## src/rtl/pc_pkg.sv

```systemverilog
// Shared action codes for the PC unit next-PC priority encoder.
// The bench uses the same codes.
package pc_pkg;

  localparam int ACT_W = 3;

  localparam logic [ACT_W-1:0] ACT_HOLD = 3'd0;
  localparam logic [ACT_W-1:0] ACT_RET  = 3'd1;
  localparam logic [ACT_W-1:0] ACT_CALL = 3'd2;
  localparam logic [ACT_W-1:0] ACT_JMP  = 3'd3;
  localparam logic [ACT_W-1:0] ACT_BR   = 3'd4;
  localparam logic [ACT_W-1:0] ACT_SEQ  = 3'd5;

endpackage

```

## src/rtl/pc_ras.sv

```systemverilog
// Circular return-address stack.
// When the stack is full, a push overwrites the oldest entry. A pop on an empty stack has no effect.
module pc_ras #(
  parameter int WIDTH     = 16,
  parameter int RAS_DEPTH = 4
) (
  input  logic             clk,
  input  logic             rst,
  input  logic             push,
  input  logic             pop,
  input  logic [WIDTH-1:0] din,
  output logic [WIDTH-1:0] dout,
  output logic             empty,
  output logic             full,
  output logic             err
);

  localparam int PW = (RAS_DEPTH > 1) ? $clog2(RAS_DEPTH) : 1;
  localparam int CW = $clog2(RAS_DEPTH + 1);
  localparam logic [CW-1:0] CNT_MAX = CW'(RAS_DEPTH);

  logic [WIDTH-1:0] mem [RAS_DEPTH];
  logic [PW-1:0]    ptr;
  logic [PW-1:0]    ptr_nxt;
  logic [CW-1:0]    cnt;
  logic [CW-1:0]    cnt_nxt;

  assign dout = mem[ptr];
  assign err  = (push && full) || (pop && empty);

  always_comb begin
    ptr_nxt = ptr;
    cnt_nxt = cnt;
    if (pop) begin
      if (!empty) begin
        ptr_nxt = ptr - PW'(1);
        cnt_nxt = cnt - CW'(1);
      end
    end else if (push) begin
      ptr_nxt = ptr + PW'(1);
      if (!full)
        cnt_nxt = cnt + CW'(1);
    end
  end

  // Only the control state is reset; the entries become stale once the count is zero.
  always_ff @(posedge clk) begin
    if (rst) begin
      ptr   <= '0;
      cnt   <= '0;
      empty <= 1'b1;
      full  <= 1'b0;
    end else begin
      ptr   <= ptr_nxt;
      cnt   <= cnt_nxt;
      empty <= (cnt_nxt == '0);
      full  <= (cnt_nxt == CNT_MAX);
    end
  end

  always_ff @(posedge clk) begin
    if (push && !pop)
      mem[ptr_nxt] <= din;
  end

endmodule

```

## src/rtl/pc_stack_unit.sv

```systemverilog
// Program-counter unit with a next-PC priority mux and a return-address stack.
// The priority order is ret > call > jmp > branch > sequential, and stall holds all state.
module pc_stack_unit
  import pc_pkg::*;
#(
  parameter int              WIDTH     = 16,
  parameter int              STEP      = 1,
  parameter logic [WIDTH-1:0] RESET_VEC = '0,
  parameter int              RAS_DEPTH = 4
) (
  input  logic                    clk,
  input  logic                    rst,
  input  logic                    stall,
  input  logic                    br_take,
  input  logic signed [WIDTH-1:0] br_off,
  input  logic                    jmp,
  input  logic [WIDTH-1:0]        jmp_tgt,
  input  logic                    call,
  input  logic                    ret,
  output logic [WIDTH-1:0]        pc,
  output logic                    ras_empty,
  output logic                    ras_full,
  output logic                    ras_err
);

  localparam logic [WIDTH-1:0] STEP_W = WIDTH'(STEP);

  logic [ACT_W-1:0] act;
  logic [WIDTH-1:0] pc_seq;
  logic [WIDTH-1:0] pc_nxt;
  logic [WIDTH-1:0] ras_top;
  logic             ras_push;
  logic             ras_pop;
  logic             ras_err_pulse;

  // The sum is taken modulo 2^WIDTH, and any overflow is dropped.
  function automatic logic [WIDTH-1:0] pc_add(input logic [WIDTH-1:0] a,
                                              input logic [WIDTH-1:0] b);
    logic [WIDTH:0] s;
    s = {1'b0, a} + {1'b0, b};
    return s[WIDTH-1:0];
  endfunction

  assign pc_seq = pc_add(pc, STEP_W);

  always_comb begin
    act = ACT_SEQ;
    if (stall)        act = ACT_HOLD;
    else if (ret)     act = ACT_RET;
    else if (call)    act = ACT_CALL;
    else if (jmp)     act = ACT_JMP;
    else if (br_take) act = ACT_BR;
  end

  always_comb begin
    pc_nxt = pc_seq;
    unique case (act)
      ACT_HOLD: pc_nxt = pc;
      ACT_RET:  pc_nxt = ras_empty ? pc_seq : ras_top;
      ACT_CALL: pc_nxt = jmp_tgt;
      ACT_JMP:  pc_nxt = jmp_tgt;
      ACT_BR:   pc_nxt = pc_add(pc, br_off);
      default:  pc_nxt = pc_seq;
    endcase
  end

  assign ras_push = (act == ACT_CALL);
  assign ras_pop  = (act == ACT_RET);

  pc_ras #(
    .WIDTH     (WIDTH),
    .RAS_DEPTH (RAS_DEPTH)
  ) u_ras (
    .clk   (clk),
    .rst   (rst),
    .push  (ras_push),
    .pop   (ras_pop),
    .din   (pc_seq),
    .dout  (ras_top),
    .empty (ras_empty),
    .full  (ras_full),
    .err   (ras_err_pulse)
  );

  // PC register and sticky stack error
  always_ff @(posedge clk) begin
    if (rst) begin
      pc      <= RESET_VEC;
      ras_err <= 1'b0;
    end else begin
      pc <= pc_nxt;
      if (ras_err_pulse)
        ras_err <= 1'b1;
    end
  end

endmodule

```

## config.mk

```make
export PLATFORM = sky130hd
export DESIGN_NAME = pc_stack_unit
export DESIGN_NICKNAME = d
export VERILOG_FILES = /design/src/rtl/pc_pkg.sv /design/src/rtl/pc_ras.sv /design/src/rtl/pc_stack_unit.sv
export SDC_FILE = /design/constraint.sdc
export NUM_CORES = 1
export LEC_CHECK = 0
export CAP_MARGIN = 40
export CORE_MARGIN = 2
export CORE_UTILIZATION = 51
export CTS_BUF_LIST = sky130_fd_sc_hd__clkbuf_16
export DETAILED_ROUTE_END_ITERATION = 16
export PLACE_DENSITY = 0.81
export SETUP_SLACK_MARGIN = 0.2
export SLEW_MARGIN = 20
export SYNTH_ARGS = -nofsm -noshare
export SYNTH_HDL_FRONTEND = slang
export SYNTH_SLANG_ARGS = --single-unit
```

## constraint.sdc

```tcl
create_clock -name clk -period 3.15 [get_ports clk]
set_input_delay 0.63 -clock clk [delete_from_list [all_inputs] [get_ports clk]]
set_output_delay 0.63 -clock clk [all_outputs]
set_load 0.005 [all_outputs]
```

=== Word level (Yosys, flattened, before mapping) ===
Memory sizes are Yosys's and may differ from the RTL's. A register that Yosys moved wholly into a read port is not among the register bits.
Cells that the tools add are included.

* Reductions and logical operators: 8
* Add/sub/neg operators: 6
* Equality and inequality tests: 5
* Muxes and demuxes: 17

{| class="wikitable"
|+ Operator list
! kind !! number
|-
| 16-bit one-hot mux with 4 select lines || 1
|-
| 3-bit 2-to-1 mux || 8
|-
| 16-bit by 1-bit adder with 16-bit output (second input constant) || 1
|-
| 16-bit adder || 1
|-
| 16-bit 2-to-1 mux || 1
|-
| 2-bit 2-to-1 mux || 4
|-
| 3-bit by 2-bit equality test with 1-bit output (second input constant) || 2
|-
| 3-bit equality test (second input constant) || 2
|-
| 3-bit logical NOT || 2
|-
| 3-bit by 1-bit adder with 3-bit output (second input constant) || 1
|-
| 3-bit by 1-bit equality test with 1-bit output (second input constant) || 1
|-
| 1-bit logical AND || 3
|-
| 1-bit 2-to-1 mux || 3
|-
| 3-bit by 1-bit subtractor with 3-bit output (second input constant) || 1
|-
| 2-bit by 1-bit adder with 2-bit output (second input constant) || 1
|-
| 2-bit OR reduction || 1
|-
| 2-bit by 1-bit subtractor with 2-bit output (second input constant) || 1
|-
| 1-bit logical NOT || 1
|-
| 1-bit logical OR || 1
|}

* Bits in writable memories: 64
* Logic and storage cells: 43
* Memories kept: 1
* Input bits: 39
* Register bits: 24
* Output and inout port bits: 19

{| class="wikitable"
|+ Memory list
! memory !! words !! bits a word !! rd ports !! clocked after Yosys merged registers in !! wr ports !! line !! RTL
|-
| u_ras.mem || 4 || 16 || 1 || 1 || 1 || pc_ras.sv:22 || <nowiki>logic [WIDTH-1:0] mem [RAS_DEPTH];</nowiki>
|}

=== Longest topological paths before layout ===
Gate-level depths: netlist of the first run.

* Depth in word-level cells: 10
* Gate-level depth with buffers: 9
* Mapped depth without buffers: 9

=== By module ===
From an unflattened synthesis of the first run, not the netlist that was laid out.

* Cells, all modules: 401
* Area, all modules: 4842.1 µm²

{| class="wikitable"
|+ Modules (own cells, without submodules)
! module !! area an instance (µm²) !! cells an instance !! times used !! seq. area each (µm²)
|-
| pc_ras || 2696.3 || 126 || 1 || 2062.0
|-
| pc_stack_unit || 2145.8 || 275 || 1 || 340.3
|}

=== Least setup slack after synthesis of the first run ===
OpenSTA, ideal clock, no wires.

* Path type: input to register
* Start: input ret
* End: memory u_ras.mem[2][0] (enable)
* Data arrival time: 2.567 ns
* Cell stages on the path: 3
* Slack: 0.170 ns
* Data required time: 2.737 ns
* Buffers on the path: 1
* Setup time: 0.413 ns
* Cells stage by stage: buf_2 -> or3b_2 -> nor3b_1

* Longest elaborated chain between the ends: 7
* Elaborated cells on any way between the ends: 10
* Classes of those cells: eq/ne: 2; mux: 6; reduce/logical: 2

{| class="wikitable"
|+ RTL lines
! what !! line !! RTL
|-
| from (decl) || pc_stack_unit.sv:19 || <nowiki>input logic ret,</nowiki>
|-
| 3-bit 2-to-1 mux * || pc_stack_unit.sv:49 || <nowiki>else if (ret) act = ACT_RET;</nowiki>
|-
| 3-bit 2-to-1 mux * || pc_stack_unit.sv:48 || <nowiki>if (stall) act = ACT_HOLD;</nowiki>
|-
| 3-bit by 1-bit equality test with 1-bit output || pc_stack_unit.sv:68 || <nowiki>assign ras_pop = (act == ACT_RET);</nowiki>
|-
| 1-bit logical NOT || pc_ras.sv:62 || <nowiki>if (push && !pop)</nowiki>
|-
| 1-bit logical AND || pc_ras.sv:62 ||
|-
| 1-bit 2-to-1 mux || pc_ras.sv:62 ||
|-
| 1-bit 2-to-1 mux (implied by the code) || pc_ras.sv:63 || <nowiki>mem[ptr_nxt] <= din;</nowiki>
|-
| to (decl) || pc_ras.sv:22 ||
|}

Mark *: on every way between the ends. The rest lies on a longest branch, timed or not.

=== Final worst setup path of the first run ===
* Start: input br_off[0]
* End: register pc[14]

* Longest elaborated chain between the ends: 2

{| class="wikitable"
|+ RTL lines
! what !! line !! RTL
|-
| from (decl) || pc_stack_unit.sv:15 || <nowiki>input logic signed [WIDTH-1:0] br_off,</nowiki>
|-
| 16-bit adder || pc_stack_unit.sv:40 || <nowiki>s = {1'b0, a} + {1'b0, b};</nowiki>
|-
| 16-bit one-hot mux with 4 select lines || pc_stack_unit.sv:57 || <nowiki>unique case (act)</nowiki>
|-
| to (signal assigned) || pc_stack_unit.sv:91 || <nowiki>pc <= pc_nxt;</nowiki>
|-
| to (decl) || pc_stack_unit.sv:20 || <nowiki>output logic [WIDTH-1:0] pc,</nowiki>
|}

Every way passes these cells.
A chain may end at the register's enable or synchronous reset.

==> results.md, run 1 <==
- Num ports: 58
- Final hold violations: 0
- Number of vias per cell: 6.66
- Register bit total from synthesis: 88
- Largest area contributor in the netlist: edfxtp_1
- Primary FF master, synth: edfxtp_1
- Area Overhead vs Synth: 22.8%
- Fraction of registers with async set/reset: 0%
- Initial antenna violation count: 0
- Setup TNS: 0 ps
- Final WS setup: 460 ps
- Post-synth EDFFs: 64
- Max rail drop VDD: 0.359 mV
- Fin util: 64.3%
- Worst-path clk slew: 70 ps
- Net Count, Synth: 463
- First-pass GRT wire length: 19700 um
- CTS Buf Count: 9
- Fin Clk Skew: 9.13 ps
- Post-placement cell count: 573
- Fin nets: 531
- Gate Count Post-Synth: 405
- Unrepaired setup endpoints after global routing: false
- R2r setup slk: 720 ps
- Longest Clk Path Bufs: 2
- WL per Instance: 21.4 um
- Final cycle utilization of the critical path: 85.4%
- Tmin final: 2690 ps
- # setup viols final: 0
- Setup bufs post-CTS: 0
- Total GRT Usage: 25.6%
- Rows: 35
- Worst slew pin tran: 580 ps
- Clock Latency Late Sink: 340 ps
- YS warnings: 0
- Antenna diode count: 0
- Seq/Total Area, Yosys: 49.9%
- Root Driver: clkbuf_16
- Top-area cell type share of the netlist area: 39.9%
- Synthesized area per cell: 11.9 um2
- Slew Limit Fails: 0
- Congestion Overflow GR: 0
- Critical path class: in -> reg
- Initial DRC count: 420
- Worst EP arrival: 2960 ps
- Fmax: 0.372 GHz
- Power Dens Cells: 484 nW/um2
- Max_slew headroom: 60.9%
- Synth unique cells: 59
- Worst Path Required: 3420 ps
- Sink Count: 88
- Core area: 9200 um2
- Gp weighted congestion: 0.879
- Largest net degree at the start of global routing: 24
- Total Wirelength: 12600 um
- Antenna-violating nets left: 0
- Post-CTS sizing: 0
- Fin cells: 589
- CP endpoint kind: flip-flop
- Vias in the first global route: 3785
- Leakage power: 2.14 nW
- Worst Hold Class: reg -> reg
- H-tree depth: 3
- CTS tree: yes
- Die X: 101 um
- Run status: finished, final reports clean
- Number of detailed-routing iterations run before antenna repair: 5
- DP HPWL: 9050 um
- DR DRC count: 0
- Die height: 101 um
- # Max-Cap Violations: 0
- Top-count cell post-synth: edfxtp_1
- Cell Area, Synth: 4810 um2
- Crit Path Max Fanout: 4
- # hold bufs at CTS: 0
- Most instantiated cells after synthesis: 64 x edfxtp_1, 25 x a21oi_1, 24 x dfxtp_1
- CP Launch Type: primary input
- Synth area leaders: edfxtp_1 40%, dfxtp_1 10%, mux4_1 6.0%, ha_1 4.7%, a21oi_1 2.6%
- Initial Util: 52.4%
- Input/output buffers: 57
- Worst slack at placement: 155 ps
- Die ar.: 10200 um2
- Total number of vias: 3921
- Layout cell share with drive strength beyond 1: 10.0%
power by group:
part           internal [mW]  switching, mW  leakage [nW]
registers               1.29         0.0474         0.785
logic                  0.241          0.257          1.22
clock network          0.551          0.478         0.140
total                   2.08          0.783          2.14
flip-flops by register name (all words and copies together), names as in the netlist:
signal and flops:
u_ras.mem 64, pc 16, u_ras.cnt 3, u_ras.ptr 2, ras_err 1, u_ras.empty 1
u_ras.full 1
worst max-delay path: stages:
cell and delay [ps]:
clkdlybuf4s50_1 410, ha_1 220, inv_1 70, fa_1 240, nor2b_4 60, o31a_1 280
o31a_1 320, o41ai_1 360, and3b_1 220, o22ai_1 160
final timing paths:
kind              endpoint      start  cells past startpoint
setup reg to reg     pc[8]      pc[0]                      9
setup / recovery    pc[14]  br_off[0]                     10
hold reg to reg    ras_err    ras_err                      2
hold / removal     ras_err    ras_err                      2
per-layer routing:
layer / vias to the layer above / routed length (um) / global-route usage, %
met3: 25 / 1140 / 6.49
met1: 1919 / 4970 / 34.1
met2: 215 / 6230 / 41.7
met4: 0 / 280 / 7.80
met5: - / 0 / 0
li1: 1762 / - / -
area by class of cell:
class	count	area, um2
Timing Repair Buffer	74	743
Fill cell	708	3280
Clock inverter	7	61.3
Multi-Input combinational cell	288	2300
Sequential cell	88	2400
Tap cell	111	139
Inverter	12	45.0
Clock buffer	9	225
cells by family after synthesis:
group                      after synthesis  share of synthesized area, %
xor gates and xnor gates                22                          4.00
buffers and inverters                   29                          2.60
muxes                                   20                          9.20
adders and majority gates               19                          5.09
and+or+nand+nor                        112                          12.7
DFF                                     88                          49.9
AOI/OAI and AO/OA                      115                          16.6
layout by cell type, fill, tap and decap left out, drive strengths merged, types with 3 or more instances in the layout:
| cell | count |
|---|---|
| edfxtp | 64 |
| clkdlybuf4s50 | 57 |
| a21oi | 25 |
| dfxtp | 24 |
| o21ai | 22 |
| nand2 | 21 |
| nand3 | 20 |
| nor2 | 20 |
| ha | 18 |
| buf | 17 |
| inv | 16 |
| mux4 | 16 |
| a221oi | 13 |
| xor2 | 12 |
| xnor2 | 10 |
| and3 | 9 |
| a211oi | 9 |
| clkbuf | 9 |
| o21a | 8 |
| nor3 | 8 |
| nand4 | 7 |
| a21o | 6 |
| a221o | 6 |
| a31oi | 5 |
| or3 | 4 |
| a211o | 4 |
| and4 | 3 |
| and2 | 3 |
| mux2i | 3 |
| nor3b | 3 |
through the flow:
step | instance area, um2 | hold WS [ps] | power [mW]
after global placement | 5610 | 461 | 1.83
after CTS | 5910 | 509 | 2.87
after global routing | 5910 | 533 | 2.98
after floorplan | 4820 | 466 | 1.65
after detailed placement | 5630 | 493 | 1.85
final | 5910 | 504 | 2.86
(Power assumes the default switching activity.)
==> run 2, diff against run 1 <==
--- a/config.mk
+++ b/config.mk
@@ -6,7 +6,7 @@
 export NUM_CORES = 1
 export LEC_CHECK = 0
 export CAP_MARGIN = 40
-export CORE_MARGIN = 2
+export CORE_MARGIN = 8
 export CORE_UTILIZATION = 51
 export CTS_BUF_LIST = sky130_fd_sc_hd__clkbuf_16
 export DETAILED_ROUTE_END_ITERATION = 16
==> run 2 against run 1 <==
Clock power barely moved. First-iteration DRC count fell by 27%. Die area rose by 25%. Sequential power barely moved. Wire length rose by 2.1%. Global-route usage fell by 5.4 points. Count of clock-buffer cells in the layout did not move. Register-to-register slack improved by 80 ps. Combinational power barely moved. Cell area fell by 0.25%. Clock skew rose by 3.7 ps. Largest cell class unchanged. Highest routed layer unchanged.
==> results.md, run 2 (synthesis gave the netlist of run 1 again) <==
- Congestion Overflow GR: 0
- Fmax: 0.378 GHz
- Rows: 35
- Final cycle utilization of the critical path: 83.9%
- Fin cells: 591
- Sink Count: 88
- Fin Clk Skew: 12.8 ps
- Unrepaired setup endpoints after global routing: false
- H-tree depth: 3
- Top Registers: u_ras.mem x64, pc x16, u_ras.cnt x3
- DR DRC count: 0
- Leakage power: 2.15 nW
- Largest net degree at the start of global routing: 24
- CP Launch Type: primary input
- Power Dens Cells: 491 nW/um2
- Tmin final: 2640 ps
- # Max-Cap Violations: 0
- Die ar.: 12800 um2
- # setup viols final: 0
- Total GRT Usage: 20.1%
- CP endpoint kind: flip-flop
- Slew Limit Fails: 0
- CTS Buf Count: 9
- DP HPWL: 9210 um
- First-pass GRT wire length: 20200 um
- Longest Clk Path Bufs: 2
- Area Overhead vs Synth: 22.5%
- Worst-path clk slew: 70 ps
- Fin nets: 533
- Initial DRC count: 306
- Critical path endpoint: pc[14]
- Clock Latency Late Sink: 330 ps
- Vias in the first global route: 3799
- Core area: 9200 um2
- CTS tree: yes
- Filler cells: 692
- Num ports: 58
- R2r setup slk: 800 ps
- Number of vias per cell: 6.54
- Antenna diode count: 0
- Antenna-violating nets left: 0
- Fin util: 64.1%
- # hold bufs at CTS: 0
- Crit path from: br_off[0]
- Post-placement cell count: 575
- Initial Util: 52.4%
- WL per Instance: 21.8 um
- Die X: 113 um
- Root Driver: clkbuf_16
- Input/output buffers: 57
- Number of detailed-routing iterations run before antenna repair: 5
- Worst slew pin tran: 700 ps
- Most frequent cells in the layout: 64 x edfxtp_1, 57 x clkdlybuf4s50_1, 25 x a21oi_1, 24 x dfxtp_1
- Reg-to-reg endpoint: pc[8]
- Die height: 113 um
- Post-CTS sizing: 0
- Tot Pwr: 2.90 mW
- Worst reg2reg path depth: 9
- Worst Path Required: 3410 ps
- Max_slew headroom: 53.3%
- Run status: finished, final reports clean
- Max reg flops: 64
- Reg2reg start: pc[0]
- Crit Path Max Fanout: 4
- Worst Hold Class: reg -> reg
- Final WS setup: 507 ps
- Worst EP arrival: 2910 ps
- Worst slack at placement: 179 ps
- Max rail drop VDD: 0.425 mV
- Gp weighted congestion: 0.902
- Layout cell share with drive strength beyond 1: 10.4%
- Most flop-heavy register: u_ras.mem
- Total number of vias: 3863
- Setup bufs post-CTS: 0
- Most common cell after layout, fill and taps aside: edfxtp_1
- Critical path class: in -> reg
- Initial antenna violation count: 0
- Setup TNS: 0 ps
- Final hold violations: 0
- Total Wirelength: 12900 um
==> run 2: layout make-up <==
| type | instances | area [um2] | area share, % |
|---|---|---|---|
| sequential | 88 | 2400 | 40.7 |
| multi-input combinational | 288 | 2300 | 38.9 |
| timing repair buffer | 76 | 713 | 12.1 |
| clock buffer | 9 | 225 | 3.82 |
| tap | 111 | 139 | 2.35 |
| clock inverter | 7 | 76.3 | 1.29 |
| inverter | 12 | 45.0 | 0.764 |
==> run 2: worst min-delay path by stage <==
stage | startpoint | endpoint | slack (ps) | cells after the start
2_1_floorplan | ras_err | ras_err | 470 | 2
3_3_place_gp | ras_err | ras_err | 460 | 2
3_5_place_dp | ras_err | ras_err | 460 | 2
6_report | ras_err | ras_err | 480 | 2
5_1_grt | ras_err | ras_err | 570 | 2
4_1_cts | ras_err | ras_err | 480 | 2
==> run 2: metal layers <==
| metal | GRT usage (%) | vias to the layer above | part of all wire [%] | routed length, um |
|---|---|---|---|---|
| met4 | 6.84 | 0 | 2.3 | 297 |
| met1 | 25.5 | 1888 | 42 | 5420 |
| met5 | 0 | - | 0 | 0 |
| met3 | 5.11 | 28 | 8.4 | 1090 |
| met2 | 32.8 | 180 | 47 | 6080 |
| li1 | - | 1767 | - | - |
==> run 2: metrics by stage <==
| step | cell area, um2 | hold slack, ps |
|---|---|---|
| after floorplan | 4820 | 466 |
| after global placement | 5600 | 458 |
| after detailed placement | 5600 | 463 |
| after CTS | 5900 | 480 |
| after global routing | 5900 | 567 |
| final | 5900 | 484 |
==> run 2: critical path, cell delays in order <==
cell and delay [ps]:
clkdlybuf4s50_1 400, ha_1 210, inv_1 70, fa_1 250, nor2b_4 50, o31a_1 270, o31a_1 320, o41ai_1 350
and3b_1 210, o22ai_1 140
==> run 2: power by group <==
group | internal, mW | total, mW | switching, mW
sequential | 1.29 | 1.34 | 0.0499
clock | 0.567 | 1.06 | 0.494
combinational | 0.240 | 0.497 | 0.257
total | 2.10 | 2.90 | 0.801
